--- config.mk ---
export PLATFORM = sky130hd
export DESIGN_NAME = tm1638_key_reader
export DESIGN_NICKNAME = d
export VERILOG_FILES = /design/src/rtl/tm1638_pkg.sv /design/src/rtl/tm1638_bit_timer.sv /design/src/rtl/tm1638_key_reader.sv
export SDC_FILE = /design/constraint.sdc
export NUM_CORES = 1
export LEC_CHECK = 0
export CAP_MARGIN = 20
export CORE_MARGIN = 4
export CORE_UTILIZATION = 40
export CTS_CLUSTER_DIAMETER = 40
export DETAILED_ROUTE_END_ITERATION = 12
export PLACE_DENSITY_LB_ADDON = 0.08
export SLEW_MARGIN = 10
export SYNTH_ARGS = -nofsm -noshare
export SYNTH_HDL_FRONTEND = slang
export SYNTH_SLANG_ARGS = --single-unit
--- constraint.sdc ---
create_clock -name clk -period 3.7 [get_ports clk]
set_input_delay 0.925 -clock clk [delete_from_list [all_inputs] [get_ports clk]]
set_output_delay 0.925 -clock clk [all_outputs]
set_load 0.05 [all_outputs]
--- src/rtl/tm1638_pkg.sv ---
// TM1638 shared definitions.
// Command byte, FSM states and the key-scan decode helper.
`timescale 1ns/1ps
package tm1638_pkg;

  localparam logic [7:0] CMD_READ_KEYS = 8'h42;
  localparam int NUM_READ_BYTES = 4;

  typedef enum logic [2:0] {
    IDLE,
    SETUP,
    CMD,
    WAIT,
    READ,
    FINISH
  } state_t;

  // Keys live in bit0 and bit4 of each scan byte.
  function automatic logic [7:0] decode_keys(
    input logic [31:0] r
  );
    logic [7:0] k;
    k = '0;
    for (int i = 0; i < NUM_READ_BYTES; i++) begin
      k[i]   = r[8*i];
      k[i+4] = r[8*i+4];
    end
    return k;
  endfunction

endpackage

--- src/rtl/tm1638_bit_timer.sv ---
// Half-period timer for the TM1638 serial clock.
// Strobes mark cell positions given the current clk1 level.
`timescale 1ns/1ps
module tm1638_bit_timer #(
  parameter int CLK_DIV = 50
) (
  input  logic clk,
  input  logic rst,
  input  logic en,
  input  logic lvl,
  output logic fall_tick,
  output logic rise_tick,
  output logic low_end,
  output logic cell_end
);

  localparam int CW = (CLK_DIV > 1) ? $clog2(CLK_DIV) : 1;
  localparam logic [CW-1:0] LAST = CW'(CLK_DIV - 1);

  logic [CW-1:0] cnt;
  logic first;
  logic last;

  // Count system clocks within the current half period.
  always_ff @(posedge clk) begin
    if (!rst) begin
      cnt <= '0;
    end else if (!en || cnt == LAST) begin
      cnt <= '0;
    end else begin
      cnt <= cnt + 1'b1;
    end
  end

  assign first     = (cnt == '0);
  assign last      = (cnt == LAST);
  assign fall_tick = en && first && !lvl;
  assign rise_tick = en && first && lvl;
  assign low_end   = en && last && !lvl;
  assign cell_end  = en && last && lvl;

endmodule

--- src/rtl/tm1638_key_reader.sv ---
// TM1638 key-scan reader.
// Sends read command 0x42, then shifts in four scan bytes.
`timescale 1ns/1ps
module tm1638_key_reader
  import tm1638_pkg::*;
#(
  parameter int CLK_DIV  = 50,
  parameter int WAIT_CYC = 200
) (
  input  logic        clk,
  input  logic        rst,
  input  logic        start,
  input  logic        dio_in,
  output logic        stb,
  output logic        clk1,
  output logic        dio_out,
  output logic        dio_oe,
  output logic        busy,
  output logic        done,
  output logic [31:0] raw,
  output logic [7:0]  keys
);

  localparam int WW = (WAIT_CYC > 0) ? $clog2(WAIT_CYC + 1) : 1;
  localparam logic [WW-1:0] WLAST = WW'(WAIT_CYC - 1);
  localparam logic [5:0] CMD_BITS = 6'd8;
  localparam logic [5:0] RD_BITS = 6'(NUM_READ_BYTES * 8);

  state_t      state;
  logic [5:0]  idx;
  logic [WW-1:0] wcnt;
  logic [31:0] shreg;
  logic        tmr_en;
  logic        fall_tick;
  logic        rise_tick;
  logic        low_end;
  logic        cell_end;

  assign tmr_en = (state == SETUP) ||
                  (state == CMD) ||
                  (state == READ);

  tm1638_bit_timer #(
    .CLK_DIV(CLK_DIV)
  ) u_timer (
    .clk      (clk),
    .rst      (rst),
    .en       (tmr_en),
    .lvl      (clk1),
    .fall_tick(fall_tick),
    .rise_tick(rise_tick),
    .low_end  (low_end),
    .cell_end (cell_end)
  );

  // Transfer sequencer; every pad and status output is registered.
  always_ff @(posedge clk) begin
    if (!rst) begin
      state   <= IDLE;
      stb     <= 1'b1;
      clk1    <= 1'b1;
      dio_out <= 1'b1;
      dio_oe  <= 1'b0;
      busy    <= 1'b0;
      done    <= 1'b0;
      raw     <= '0;
      keys    <= '0;
      idx     <= '0;
      wcnt    <= '0;
      shreg   <= '0;
    end else begin
      done <= 1'b0;
      unique case (state)
        IDLE: begin
          if (start) begin
            state   <= SETUP;
            stb     <= 1'b0;
            busy    <= 1'b1;
            dio_oe  <= 1'b1;
            dio_out <= 1'b1;
            clk1    <= 1'b1;
            shreg   <= '0;
          end
        end
        SETUP: begin
          if (cell_end) begin
            state   <= CMD;
            clk1    <= 1'b0;
            dio_out <= CMD_READ_KEYS[0];
            idx     <= '0;
          end
        end
        CMD: begin
          if (fall_tick) idx <= idx + 6'd1;
          if (low_end) clk1 <= 1'b1;
          if (cell_end) begin
            if (idx == CMD_BITS) begin
              state  <= WAIT;
              dio_oe <= 1'b0;
              wcnt   <= '0;
            end else begin
              clk1    <= 1'b0;
              dio_out <= CMD_READ_KEYS[idx[2:0]];
            end
          end
        end
        WAIT: begin
          if (wcnt == WLAST) begin
            state <= READ;
            clk1  <= 1'b0;
            idx   <= '0;
          end else begin
            wcnt <= wcnt + 1'b1;
          end
        end
        READ: begin
          if (fall_tick) idx <= idx + 6'd1;
          if (low_end) clk1 <= 1'b1;
          if (rise_tick) shreg <= {dio_in, shreg[31:1]};
          if (cell_end) begin
            if (idx == RD_BITS) begin
              state <= FINISH;
              stb   <= 1'b1;
              busy  <= 1'b0;
              done  <= 1'b1;
              raw   <= shreg;
              keys  <= decode_keys(shreg);
            end else begin
              clk1 <= 1'b0;
            end
          end
        end
        FINISH: begin
          state <= IDLE;
        end
        default: begin
          state <= IDLE;
        end
      endcase
    end
  end

endmodule

Yosys cells after proc, flatten, opt, wreduce, memory -nomap -nowiden
Memory sizes are Yosys's and may differ from the RTL's. A register that Yosys moved wholly into a read port is not among the register bits.
Index checks and enable logic that the tools add are counted.
{"block": "totals", "romBits": 8, "reg_bits": 101, "elab_cells": 114, "latch_bits": 0, "mem_bits_rw": 0, "n_memories": 1, "output_inout_bits": 46}
{"block": "op_classes", "mul": 0, "div_mod_pow": 0, "n_reduce_logical": 31, "mux": 45, "eq_ne": 19, "bitwise_logic": 1, "n_addsub": 3, "order_cmp": 1, "shift": 0}
{"name": "(name not given)", "words": 8, "width": 1, "rd": 1, "rd_ports_with_merged_regs": 1, "wr": 0, "line_no": "tm1638_key_reader.sv:103", "source": "dio_out <= CMD_READ_KEYS[idx[2:0]];"}
{"op": "32-bit two-way mux", "n": 2}
{"op": "32-bit case mux with 2 select lines", "n": 1}
{"op": "3-bit two-way mux", "n": 9}
{"op": "8-bit two-way mux", "n": 3}
{"op": "4-bit AND reduction", "n": 5}
{"op": "1-bit two-way mux", "n": 19}
{"op": "6-bit two-way mux", "n": 3}
{"op": "6-bit case mux with 3 select lines", "n": 1}
{"op": "2-bit inequality test (second input constant)", "n": 8}
{"op": "8-bit case mux with 2 select lines", "n": 1}
{"op": "3-bit case mux with 5 select lines", "n": 1}
{"op": "6-bit by 1-bit adder with 6-bit output (second input constant)", "n": 2}
{"op": "6-bit == test (second input constant)", "n": 2}
{"op": "3-bit AND reduction", "n": 3}
{"op": "8-bit by 1-bit adder with 8-bit output (second input constant)", "n": 1}
{"op": "8-bit == test (second input constant)", "n": 1}
{"op": "7-bit AND reduction", "n": 1}
{"op": "3-bit by 2-bit == test with 1-bit output (second input constant)", "n": 2}
{"op": "6-bit by 4-bit == test with 1-bit output (second input constant)", "n": 1}
{"op": "1-bit logical AND", "n": 6}
{"op": "6-bit logical NOT", "n": 1}
{"op": "2-bit by 1-bit inequality test with 1-bit output (second input constant)", "n": 3}
{"op": "1-bit case mux with 2 select lines", "n": 3}
{"op": "2-bit nonzero test", "n": 3}
{"op": "13 further kinds", "n": 18}

Longest topological paths before layout
{"block": "logic_depth", "word_depth": 9, "depth_mapped": 10}

Hierarchy
A second synthesis with hierarchy kept.
{"block": "unflattened", "hier_cells": 509, "area_unflattened_um2": 4172.8}
{"mod": "tm1638_key_reader", "cells_per_inst": 472, "seq_area_each_um2": 1761.7, "instances": 1, "area_per_inst_um2": 3860.0}
{"mod": "tm1638_bit_timer", "cells_per_inst": 37, "seq_area_each_um2": 120.1, "instances": 1, "area_per_inst_um2": 312.8}

Worst setup path after synthesis
OpenSTA, ideal clock, no wires.
{"block": "synth_timing", "kind": "register to register", "start": "register clk1", "end": "register wcnt[7]", "n_path_buf": 1, "arrival_time_ps": 2104, "period_less_slack_ps": 2218, "setup_ps": 115, "required_ps": 3585, "stages_incl_launch_ff": 7, "path_slack_ps": 1482, "cell_sequence": "dfxtp_1 > clkbuf_8 > nand2_1 > nor4_4 > o211ai_2 > o31a_1 > o21a_1"}
{"block": "synth_via", "elab_chain_cells": 3}
{"item": "start, declared", "line_no": "tm1638_key_reader.sv:15", "source": "output logic clk1,"}
{"item": "start signal, assigned", "line_no": "tm1638_key_reader.sv:61", "source": "clk1 <= 1'b1;"}
{"item": "start signal, assigned", "line_no": "tm1638_key_reader.sv:81", "source": "clk1 <= 1'b1;"}
{"item": "start signal, assigned", "line_no": "tm1638_key_reader.sv:88", "source": "clk1 <= 1'b0;"}
{"item": "1-bit logical AND", "line_no": "tm1638_bit_timer.sv:40", "source": "assign cell_end = en && last && lvl;"}
{"item": "2-bit inequality test (no line)"}
{"item": "4-bit AND reduction (no line)"}
{"item": "end signal, assigned", "line_no": "tm1638_key_reader.sv:113", "source": "wcnt <= wcnt + 1'b1;"}
{"item": "end, declared", "line_no": "tm1638_key_reader.sv:31", "source": "logic [WW-1:0] wcnt;"}
No other way between the ends.
A chain may end at the register's enable or synchronous reset.

Worst setup path after layout
{"block": "layout_timing", "start": "register clk1", "end": "output port clk1"}
No word-level cell between the ends.

==> impl_metrics.xml <==
<?xml version="1.0" encoding="UTF-8"?>
<metrics>
  <group name="status">
    <metric name="outcome" unit="">completed</metric>
  </group>
  <group name="pwr">
    <metric name="power.leakage" unit="uW">0.001839</metric>
    <metric name="worst_ir_drop_vdd" unit="uV">163.8</metric>
    <metric name="p_sw_frac" unit="">0.2255</metric>
    <metric name="powerDensity" unit="nW/um^2">391.0</metric>
    <metric name="internal-power" unit="uW">1507</metric>
    <metric name="comb_power_share" unit="">0.056</metric>
    <metric name="power.net_switching" unit="uW">438.8</metric>
    <metric name="report.power.total" unit="uW">1945</metric>
    <metric name="clockPowerShare" unit="">0.417</metric>
    <metric name="sequentialPowerShare" unit="">0.527</metric>
  </group>
  <group name="detailed_routing">
    <metric name="drt.antenna.violating_nets" unit="">0</metric>
    <metric name="drt_iter0_markers" unit="">170</metric>
    <metric name="wire_per_inst" unit="um">13.26</metric>
    <metric name="totalWireLength" unit="um">8881</metric>
    <metric name="viasPerCell" unit="">5.096</metric>
    <metric name="detail_route.drc_violations" unit="">0</metric>
    <metric name="drt-pass1-iter-count" unit="">4</metric>
    <metric name="via_count" unit="">3414</metric>
  </group>
  <group name="global_routing">
    <metric name="number_of_global_route_vias_before_repair" unit="">3220</metric>
    <metric name="grt_util_met2" unit="">0.2383</metric>
    <metric name="groute.layer.met3.usage" unit="">0.02566</metric>
    <metric name="met1_resource_use_gr" unit="">0.1927</metric>
    <metric name="peak_usage_layer_in_the_global_routing_report" unit="">met2</metric>
    <metric name="grt_max_degree" unit="">44</metric>
    <metric name="initial_antenna_violation_count" unit="">0</metric>
    <metric name="grt_overflow_total" unit="">0</metric>
    <metric name="grt_use_total" unit="">0.1477</metric>
    <metric name="grt_first_pass_wirelength" unit="um">15350</metric>
  </group>
  <group name="floorplanning">
    <metric name="floorplan.initialDensity" unit="">0.4104</metric>
    <metric name="rows" unit="">37</metric>
    <metric name="die-height" unit="um">110.9</metric>
    <metric name="core_area" unit="um^2">10320</metric>
    <metric name="design.portCount" unit="">50</metric>
    <metric name="design.die.area" unit="um^2">12300</metric>
    <metric name="die_width" unit="um">110.9</metric>
  </group>
  <group name="synthesis">
    <metric name="synth_edf_count" unit="">0</metric>
    <metric name="async_reset_ff_frac" unit="">0</metric>
    <metric name="synthesis.area_per_instance" unit="um^2">8.456</metric>
    <metric name="ys_top_cells_by_count" unit="">sky130_fd_sc_hd__dfxtp_1 (94), sky130_fd_sc_hd__nand2_1 (84), sky130_fd_sc_hd__nor2_1 (62), sky130_fd_sc_hd__a21oi_1 (48), sky130_fd_sc_hd__and3_1 (34)</metric>
    <metric name="syn-instance-count" unit="">501</metric>
    <metric name="yosysTopAreaCell" unit="">sky130_fd_sc_hd__dfxtp_1</metric>
    <metric name="synthesis.yosys.warnings" unit="">0</metric>
    <metric name="synth_cell_types" unit="">50</metric>
    <metric name="synth-main-ff-cell" unit="">sky130_fd_sc_hd__dfxtp_1</metric>
    <metric name="yosys-top-cells-area" unit="">sky130_fd_sc_hd__dfxtp_1 (44%), sky130_fd_sc_hd__mux2i_1 (7.6%), sky130_fd_sc_hd__nand2_1 (7.4%)</metric>
    <metric name="synth-seq-cells" unit="">94</metric>
    <metric name="synth_largest_type_area_fraction" unit="">0.4442</metric>
    <metric name="synth_sequential_area_ratio" unit="">0.4442</metric>
    <metric name="syn-num-nets" unit="">511</metric>
    <metric name="synth_area" unit="um^2">4237</metric>
    <metric name="most_frequently_used_cell_type_in_the_post_synthesis_netlist" unit="">sky130_fd_sc_hd__dfxtp_1</metric>
  </group>
  <group name="sta">
    <metric name="setup_failing_eps_final" unit="">0</metric>
    <metric name="timing.fmax" unit="MHz">365.6</metric>
    <metric name="timing.max_slew.rel_slack" unit="">0.4991</metric>
    <metric name="fin_setup_tns" unit="ns">0</metric>
    <metric name="maxSlewViolCount" unit="">0</metric>
    <metric name="worst_slack" unit="ns">0.9649</metric>
    <metric name="worst_clock_skew" unit="ns">0.01228</metric>
    <metric name="min_period" unit="ns">2.735</metric>
    <metric name="report.final.hold_viol_count" unit="">0</metric>
    <metric name="min_period_over_period" unit="">0.7392</metric>
    <metric name="hold_slack" unit="ns">0.4540</metric>
    <metric name="unrepaired_setup_endpoints_after_global_routing" unit="">false</metric>
    <metric name="transition_at_the_pin_with_the_smallest_max_transition_slack" unit="ns">0.7503</metric>
  </group>
  <group name="setup_path">
    <metric name="crit_path_max_fanout" unit="">10</metric>
    <metric name="critPathLaunchType" unit="">register</metric>
    <metric name="cp_data_arrival_time" unit="ns">1.81</metric>
    <metric name="timing.critical_path.slowest_stage_cell" unit="">sky130_fd_sc_hd__clkdlybuf4s50_1</metric>
    <metric name="cpLargestDelayFamily" unit="">buffers and inverters</metric>
    <metric name="worstSetupPathType" unit="">register to primary output</metric>
    <metric name="crit_required" unit="ns">2.77</metric>
    <metric name="slowest_delay" unit="ns">0.88</metric>
    <metric name="crit_chain" unit="">clkdlybuf4s50_1</metric>
    <metric name="cp_num_buf_inv" unit="">1</metric>
    <metric name="critPathCaptureType" unit="">primary output</metric>
  </group>
  <group name="clock_network">
    <metric name="insertion_delay" unit="ns">0.36</metric>
    <metric name="cts_tree" unit="">yes</metric>
    <metric name="cts_max_path_buffers" unit="">2</metric>
    <metric name="ctsHtreeMaxLevel" unit="">3</metric>
    <metric name="clock_pin_slew_of_the_registers_on_the_worst_case_setup_and_hold_paths" unit="ns">0.09</metric>
    <metric name="cts.repair_timing.setup_buffer_count" unit="">0</metric>
    <metric name="cts_repair_resize_count" unit="">0</metric>
    <metric name="cts_num_sinks" unit="">94</metric>
    <metric name="root_buffer" unit="">sky130_fd_sc_hd__clkbuf_8</metric>
    <metric name="post_cts_hold_buffer_count" unit="">0</metric>
    <metric name="cts_made_buffers" unit="">9</metric>
  </group>
  <group name="place">
    <metric name="dp_hpwl" unit="um">5953</metric>
    <metric name="placed_cell_area" unit="um^2">4738</metric>
    <metric name="final_weighted_congestion_of_routability_driven_global_placement" unit="">0.8284</metric>
    <metric name="post-place-ws" unit="ns">0.9382</metric>
    <metric name="io_buffers" unit="">49</metric>
  </group>
  <group name="flow_run">
    <metric name="max-cap-violations" unit="">0</metric>
  </group>
  <group name="final_layout">
    <metric name="layout-area-overhead-vs-synth" unit="%">17.45</metric>
    <metric name="num_antenna_cells" unit="">0</metric>
    <metric name="final_nets" unit="">539</metric>
    <metric name="final_layout_size_suffix_gt1_frac" unit="">0.06742</metric>
    <metric name="final_area" unit="um^2">4976</metric>
  </group>
  <group name="worst_hold_path">
    <metric name="hp-class" unit="">register to register</metric>
  </group>
</metrics>
==> layer usage <==
layer / routed length, um / up-vias
met5: 0 / -
met4: 134 / 0
met3: 248 / 10
met2: 4105 / 40
met1: 4392 / 1610
li1: - / 1754
==> flip-flops by register name, indices dropped and copies added (netlist names), named ones only <==
signal       count
raw             32
shreg           32
wcnt             8
idx              6
u_timer.cnt      6
state            3
busy             1
clk1             1
dio_oe           1
dio_out          1
done             1
stb              1
==> area by class of cell <==
type                            count  area, um^2
Clock buffer                       11       131.4
Clock inverter                      5       106.4
Fill cell                        1016        5348
Inverter                            9       33.78
Multi-Input combinational cell    358        2102
Sequential cell                    94        1882
Tap cell                          136       170.2
Timing Repair Buffer               57       550.5
==> power groups by stage <==
stage	Sequential (uW)	Clock, uW	Combinational, uW
floorplan	1060	0	72.7
global placement	1050	0	110
detailed placement	1050	0	110
CTS	1030	844	111
global route	1030	884	119
finish	1030	810	110
==> metrics by stage <==
step | util | std cells
after CTS | 0.4820 | 670
after global routing | 0.4820 | 670
after floorplan | - | 501
after detailed placement | 0.4590 | 654
final | 0.4820 | 670
after global placement | 0.4590 | 654
==> path summary, 6_finish.rpt <==
path         startpoint      end  slack, ns  cells after the start
max                clk1     clk1       0.96                      1
min             raw[25]  raw[25]       0.45                      2
max reg2reg      idx[0]  wcnt[2]       1.37                      7
min reg2reg     raw[25]  raw[25]       0.45                      2
==> cell usage in the layout, fill, tap and decap left out, drive strengths merged, types with 2 or more instances in the layout <==
cell           netlist  final
dfxtp               94     94
o2111ai              2      2
and3                34     34
nand2               84     84
bufinv               0      3
nand2b               3      3
o21ai                9      9
or3                  3      3
clkbuf              23     11
clkdlybuf4s50        0     49
o31a                 3      3
xnor2                8      8
nand4b               4      4
ha                   6      6
a21oi               48     48
or2                  3      3
nand3               11     11
buf                 17      8
nor4                 6      6
inv                  9     10
a31oi                3      3
a211oi               2      2
and2                 2      2
xor2                 6      6
nor3                 8      8
o211ai               2      2
mux2i               32     32
o21a                 2      2
nor2                62     62
==> kinds of logic (layout without fill, tap and decap cells) <==
kind of cell | Yosys count | count (layout) | share of synthesized area
AO/OA/AOI/OAI | 77 | 77 | 0.1063
XOR/XNOR | 14 | 14 | 0.02894
adder cells (fa/ha/maj) | 6 | 6 | 0.01772
buffers and inverters | 49 | 82 | 0.06290
flip-flops | 94 | 94 | 0.4442
multiplexers | 32 | 32 | 0.07561
AND/OR/NAND/NOR | 229 | 229 | 0.2643
Note: power is estimated with default switching activity, not from simulation.
